### config.mk
export PLATFORM = sky130hd
export DESIGN_NAME = ucaspian_cmd_decoder
export DESIGN_NICKNAME = d
export VERILOG_FILES = /design/src/rtl/ucaspian_cmd_decoder.sv
export SDC_FILE = /design/constraint.sdc
export NUM_CORES = 1
export LEC_CHECK = 0
export BUFFER_PORTS_ARGS = -buffer_cell sky130_fd_sc_hd__buf_4
export CAP_MARGIN = 20
export CORE_MARGIN = 10
export CORE_UTILIZATION = 35
export CTS_CLUSTER_SIZE = 10
export DETAILED_ROUTE_END_ITERATION = 12
export RECOVER_POWER = 50
export SLEW_MARGIN = 0
export SYNTH_ARGS = -nofsm -noshare
export SYNTH_HDL_FRONTEND = slang
export SYNTH_SLANG_ARGS = --single-unit
### constraint.sdc
create_clock -name clk -period 2.6 [get_ports clk]
set_input_delay 0.52 -clock clk [delete_from_list [all_inputs] [get_ports clk]]
set_output_delay 0.52 -clock clk [all_outputs]
set_load 0.01 [all_outputs]
### src/rtl/ucaspian_cmd_decoder.sv
// Host byte-stream command decoder for ucaspian_core: parses opcode/operand
// packets, raises one request toward the core and stalls the stream until acked.
module ucaspian_cmd_decoder #(
    parameter int NEURON_CFG_BYTES  = 6,
    parameter int SYNAPSE_CFG_BYTES = 4
) (
    input  logic        clk,
    input  logic        reset,
    input  logic [7:0]  in_data,
    input  logic        in_vld,
    output logic        in_rdy,
    output logic [11:0] config_addr,
    output logic [11:0] config_value,
    output logic [2:0]  config_byte,
    output logic        config_type,
    input  logic        config_done,
    output logic [7:0]  input_fire_addr,
    output logic [7:0]  input_fire_value,
    output logic        input_fire_waiting,
    input  logic        input_fire_ack,
    output logic [7:0]  time_target_value,
    output logic        time_target_waiting,
    input  logic        time_target_ack,
    output logic        clear_act,
    output logic        clear_config,
    input  logic        clear_done,
    output logic        ack_sent,
    output logic [7:0]  metric_addr,
    output logic        metric_read,
    input  logic        metric_send,
    output logic        busy,
    output logic        cmd_err
);
    typedef enum logic [3:0] {
        IDLE, OPERANDS, CFG_STREAM, CFG_WAIT, FIRE_WAIT,
        TIME_WAIT, CLEAR_WAIT, CLEAR_ACK, METRIC_WAIT
    } state_t;

    typedef enum logic [7:0] {
        OP_FIRE        = 8'h01,
        OP_RUN         = 8'h02,
        OP_CLEAR_ACT   = 8'h03,
        OP_CLEAR_CFG   = 8'h04,
        OP_CFG_NEURON  = 8'h05,
        OP_CFG_SYNAPSE = 8'h06,
        OP_METRIC      = 8'h07
    } opcode_t;

    localparam logic [2:0] NEURON_LAST  = 3'(NEURON_CFG_BYTES - 1);
    localparam logic [2:0] SYNAPSE_LAST = 3'(SYNAPSE_CFG_BYTES - 1);

    state_t     state;
    opcode_t    op;
    logic [2:0] opnd_cnt;
    logic [2:0] data_idx;
    logic       last_opnd;
    logic [2:0] last_idx;

    assign in_rdy    = (state == IDLE) || (state == OPERANDS) || (state == CFG_STREAM);
    assign busy      = (state != IDLE);
    assign last_opnd = (opnd_cnt == 3'd1);
    assign last_idx  = config_type ? SYNAPSE_LAST : NEURON_LAST;

    always_ff @(posedge clk) begin
        if (reset) begin
            state               <= IDLE;
            op                  <= OP_FIRE;
            opnd_cnt            <= '0;
            data_idx            <= '0;
            config_addr         <= '0;
            config_value        <= '0;
            config_byte         <= 3'd7;
            config_type         <= 1'b0;
            input_fire_addr     <= '0;
            input_fire_value    <= '0;
            input_fire_waiting  <= 1'b0;
            time_target_value   <= '0;
            time_target_waiting <= 1'b0;
            clear_act           <= 1'b0;
            clear_config        <= 1'b0;
            ack_sent            <= 1'b0;
            metric_addr         <= '0;
            metric_read         <= 1'b0;
            cmd_err             <= 1'b0;
        end else begin
            cmd_err  <= 1'b0;
            ack_sent <= 1'b0;
            case (state)
                IDLE: if (in_vld) begin
                    case (in_data)
                        OP_FIRE: begin
                            op <= OP_FIRE; opnd_cnt <= 3'd2; state <= OPERANDS;
                        end
                        OP_RUN: begin
                            op <= OP_RUN; opnd_cnt <= 3'd1; state <= OPERANDS;
                        end
                        OP_CLEAR_ACT: begin
                            clear_act <= 1'b1; state <= CLEAR_WAIT;
                        end
                        OP_CLEAR_CFG: begin
                            clear_config <= 1'b1; state <= CLEAR_WAIT;
                        end
                        OP_CFG_NEURON: begin
                            op <= OP_CFG_NEURON; opnd_cnt <= 3'd1; config_type <= 1'b0;
                            state <= OPERANDS;
                        end
                        OP_CFG_SYNAPSE: begin
                            op <= OP_CFG_SYNAPSE; opnd_cnt <= 3'd2; config_type <= 1'b1;
                            state <= OPERANDS;
                        end
                        OP_METRIC: begin
                            op <= OP_METRIC; opnd_cnt <= 3'd1; state <= OPERANDS;
                        end
                        default: cmd_err <= 1'b1;
                    endcase
                end
                OPERANDS: if (in_vld) begin
                    opnd_cnt <= opnd_cnt - 3'd1;
                    case (op)
                        OP_FIRE: if (!last_opnd) begin
                            input_fire_addr <= in_data;
                        end else begin
                            input_fire_value   <= in_data;
                            input_fire_waiting <= 1'b1;
                            state              <= FIRE_WAIT;
                        end
                        OP_RUN: begin
                            time_target_value   <= in_data;
                            time_target_waiting <= 1'b1;
                            state               <= TIME_WAIT;
                        end
                        OP_METRIC: begin
                            metric_addr <= in_data;
                            metric_read <= 1'b1;
                            state       <= METRIC_WAIT;
                        end
                        OP_CFG_NEURON: begin
                            config_addr <= {4'h0, in_data};
                            data_idx    <= '0;
                            state       <= CFG_STREAM;
                        end
                        OP_CFG_SYNAPSE: if (!last_opnd) begin
                            config_addr[11:8] <= in_data[3:0];
                        end else begin
                            config_addr[7:0] <= in_data;
                            data_idx         <= '0;
                            state            <= CFG_STREAM;
                        end
                        default: state <= IDLE;
                    endcase
                end
                // config_byte only moves on an accepted data byte, so gaps hold it
                CFG_STREAM: if (in_vld) begin
                    config_byte  <= data_idx;
                    config_value <= {4'h0, in_data};
                    if (data_idx == last_idx) state <= CFG_WAIT;
                    else data_idx <= data_idx + 3'd1;
                end
                CFG_WAIT: if (config_done) begin
                    config_byte <= 3'd7;
                    state       <= IDLE;
                end
                FIRE_WAIT: if (input_fire_ack) begin
                    input_fire_waiting <= 1'b0;
                    state              <= IDLE;
                end
                TIME_WAIT: if (time_target_ack) begin
                    time_target_waiting <= 1'b0;
                    state               <= IDLE;
                end
                CLEAR_WAIT: if (clear_done) begin
                    clear_act    <= 1'b0;
                    clear_config <= 1'b0;
                    ack_sent     <= 1'b1;
                    state        <= CLEAR_ACK;
                end
                CLEAR_ACK: state <= IDLE;
                METRIC_WAIT: if (metric_send) begin
                    metric_read <= 1'b0;
                    state       <= IDLE;
                end
                default: state <= IDLE;
            endcase
        end
    end
endmodule

Word level (Yosys, flattened, before mapping)
Cells that the tools add are included.
Word-level totals
  flip-flop bits (word level): 81
  input port bits: 16
Cells by class
  add/sub/neg operators: 2
  eq/ne operators: 44
  multiplexer cells: 55
  bitwise gates (word level): 4
  reduce and logical (&&, ||, !) cells: 39
Operators with widths (count)
  $eq 8x3->1 const B: 7
  $mux 4: 12
  $pmux 8 s5: 1
  $reduce_and 4->1: 9
  $pmux 4 s8: 1
  $pmux 3 s2: 5
  $mux 3: 9
  $eq 8x2->1 const B: 3
  $ne 2x2->1 const B: 12
  $pmux 12 s2: 1
  $pmux 4 s5: 1
  $reduce_bool 2->1: 9
  $mux 1: 17
  $eq 8x1->1 const B: 2
  $reduce_and 3->1: 5
  $eq 4x3->1 const B: 3
  $ne 2x1->1 const B: 6
  $ne 3x3->1 const B: 4
  $pmux 1 s2: 6
  $reduce_and 12->1: 1
  $eq 4x2->1 const B: 2
  $mux 8: 1
  $pmux 4 s2: 1
  $reduce_or 7->1: 1
  18 further kinds: 25

Logic depth before layout (Yosys ltp)
  depth in word-level cells: 5
  gate-level depth with buffers: 8
  gate-level depth less buffers: 7

Worst setup path after synthesis
No wires, ideal clock.
  kind: input to register
  start point: in in_data[4]
  end point: reg state[2]
  setup time: 0.121 ns
  arrival time: 2.161 ns
  required time: 2.479 ns
  path slack: 0.317 ns
  cell stages on the path: 5
  path buffers: 0
  cell sequence: or4_4 a211oi_2 o2bb2ai_1 a2111o_1 mux2_4
On the way
  word-level cells in the longest chain between the ends: 5
  elaborated cells on any way between the ends: 14
RTL lines
  from (decl): RTL line 9  | input logic [7:0] in_data,
  $eq 8x3->1 (tied with other cells): RTL line 90  | case (in_data)
  $reduce_or 5->1 (no line) or $reduce_or 2->1 (tied branches)
  $pmux 4 s2: RTL line 90
  $mux 4: RTL line 89  | IDLE: if (in_vld) begin
  $pmux 4 s8: RTL line 88  | case (state)
  to (signal assigned): RTL line 92  | op <= OP_FIRE; opnd_cnt <= 3'd2; state <= OPERANDS;
  to (signal assigned): RTL line 95  | op <= OP_RUN; opnd_cnt <= 3'd1; state <= OPERANDS;
  to (signal assigned): RTL line 98  | clear_act <= 1'b1; state <= CLEAR_WAIT;
  to (decl): RTL line 52  | state_t state;
Parallel ways exist; a longest one is shown, timed or not. The select of a mux whose other input is x is not followed.
A chain may end at the register's enable or synchronous reset.

Final worst setup path
  start point: reg state[1]
  end point: reg state[2]
On the way
  word-level cells in the longest chain between the ends: 3
  elaborated cells on any way between the ends: 22
RTL lines
  from (signal assigned): RTL line 66  | state <= IDLE;
  from (signal assigned): RTL line 92
  from (signal assigned): RTL line 95
  $eq 4x1->1 (tied with other cells): RTL line 88
  $ne 3x3->1 (no line) (tied with other cells)
  $reduce_and 12->1 (no line)
Parallel ways exist; a longest one is shown, timed or not.

==> out/results.ini <==
[logic_synthesis]
synth_top_area_share_pct=45.2
ys_ff_latch=76
synth_edf_count=0
yosys_warnings=0
async_flop_share_pct=0
syn_area_per_cell_um2=8.81
synth_area_leaders=dfxtp_1 45%, mux2i_1 13%, nor2_1 6.0%, nand2_1 3.6%, a21oi_1 3.4%
netlist_area_um2=3360
ys_types=52
yosysSeqAreaShare_pct=45.2
syn_inst=382
yosysTopAreaCell=dfxtp_1
ys.flop_type=dfxtp_1

[die]
die-width_um=118
die_area_um2=13900
io_pins=85
coreArea_um2=9280
initial_core_util_pct=36.2
dieHeight_um=118
rows=35

[sta]
rsz0062_at_grt=no
hold_violations=0
fin_crit_ns=2.22
drv_slew=0
skew_ns=0.00972
tightest_slew_ns=0.741
fin_setup_tns_ns=0
setup_viol=0
finalCritPeriodShare_pct=85.5
max_slew_margin_pct=50.6
fmax_mhz=450

[critical_path]
cp.arrival_ns=2.46
path_max_fanout=12
cp.required_ns=2.84
critPathCaptureType=flop
critPathKind=reg -> reg
start_kind=flop

[finish]
design_area_um2=4040
nNetsFinal=476
area_growth_pct=20.1
nFillCells=999
drive_above_1_share_pct=11.7
n_antenna_cell=0

[placed_design]
dpl_cell_area_um2=4090
io_buffers=80
place_congestion=0.850
dpl.hpwl_mm=7.29

[clock_network]
cts_hold_buf=0
cts_max_path_buffers=2
clk_pin_slew_ns=0.09
post_cts_resized=0
clock_sinks=76
numCtsBuffers=9
cts_root_buf=clkbuf_8
clock_latency_ns=0.35
postCtsSetupBuffers=0
cts_tree=done
htree_levels=3

[route]
drt_iter0_markers=119
wl_per_cell_um=16.8
drt-total-wl_mm=9.95
drt_pre_antenna_iters=4
drc=0
vias=2963
viasPerCell=5.01
ant_nets=0

[power_and_ir_drop]
leakagePower_nw=1.51
power.density_nw_per_um2=604
vdd_ir_drop_max_v=0.000276

[global_route]
antenna_found_initial=0
gr-total-overflow=0
first_global_vias=2958
grt_max_degree=72
grt.total_usage_pct=14.0
grt_pass1_wl_mm=16.1

[worst_hold_path]
min_path_type=in -> reg

[run]
max-cap-violations=0

[outcome]
status=completed

## cells in the mapped netlist (4+ instances only)
cell      number
a21oi_1       23
a31oi_1        8
nor2b_1        6
clkbuf_1      22
mux2i_1       45
buf_4          4
nor2_1        54
nor3_1         6
or3_1          5
inv_1         11
nand2_1       32
o22ai_1        4
o21ai_0        8
buf_2          5
and3_1         5
dfxtp_1       76
nand3_1       14
## layout by cell type, fill, tap and decap left out, drive strengths merged, types with 3 or more instances in the layout
cell type,synthesis,final
nand2b,3,3
nor3,6,6
or2,3,3
and3,5,5
a21oi,23,23
nor2b,6,6
clkbuf,22,73
nand2,32,32
dfxtp,76,76
clkinv,0,4
nor2,54,54
nor4,3,3
ha,3,3
inv,11,12
mux2i,45,45
nand3b,3,3
buf,10,29
o21ai,9,9
nand3,14,14
o31ai,3,3
or3,5,5
a31oi,8,8
and2,3,3
o22ai,4,4
conb,1,4
## flip-flops by register name (all words and copies together) (netlist names), 4 cells and up
name               count
metric_addr            8
input_fire_value       8
config_value           8
input_fire_addr        8
state                  4
time_target_value      8
config_addr           12
## through the flow
stage	power (W)	cells	setup slack [ns]	hold slack, ns	util [%]
floorplan	0.00144	385	0.317	0.460	-
global placement	0.00156	575	0.102	0.445	44.1
detailed placement	0.00156	575	0.0694	0.451	44.1
CTS	0.00248	591	0.440	0.362	46.3
global route	0.00255	591	0.263	0.358	43.5
finish	0.00244	591	0.376	0.381	43.5
## power by group
part	switching [W]	total [W]	leakage (nW)	internal (W)
clock network	0.000470	0.000920	0.101	0.000450
logic	0.000185	0.000298	0.795	0.000113
registers	0.0000312	0.00122	0.613	0.00119
total	0.000686	0.00244	1.51	0.00175
## logic make-up (layout without fill, tap and decap cells)
kind of cell	after synthesis	in the layout	share of synthesized area (%)
adders and majority gates	3	3	1.12
other	1	4	0.111
DFF	76	76	45.2
and+or+nand+nor	148	148	21.6
xor gates and xnor gates	1	1	0.260
muxes	46	46	13.8
AOI/OAI and AO/OA	64	64	12.4
buffers and inverters	43	120	5.43
## worst paths after layout
check                 startpoint                  to  slack [ns]  cells past startpoint
hold reg to reg   config_addr[8]      config_addr[8]        0.46                      2
hold / removal    input_fire_ack  input_fire_waiting        0.38                      2
setup reg to reg        state[1]            state[2]        0.38                      5
setup / recovery        state[1]            state[2]        0.38                      5
## area by class of cell
class                      instances  area, µm²  share of cell area [%]
clock buffer                       9        124                    3.07
clock inverter                     7       76.3                    1.89
inverter                          11       41.3                    1.02
multi-input combinational        266       1660                    41.1
sequential                        76       1520                    37.6
tap                              129        161                    3.99
timing repair buffer              93        458                    11.3
## per-layer routing
layer / vias up / wire, µm / GRT usage, %
li1: 1471 / - / -
met1: 1406 / 4520 / 17.1
met2: 82 / 4590 / 22.4
met3: 4 / 809 / 6.19
met4: 0 / 29 / 2.78
met5: - / 0 / 0
## worst max-delay path, stage by stage, from the launching register on
cell,delay (ns)
dfxtp_1,0.44
nor4b_1,0.60
and3b_1,0.34
o2bb2ai_1,0.18
a2111o_1,0.25
mux2_4,0.31
No activity file was read; power rests on OpenSTA's default activity.
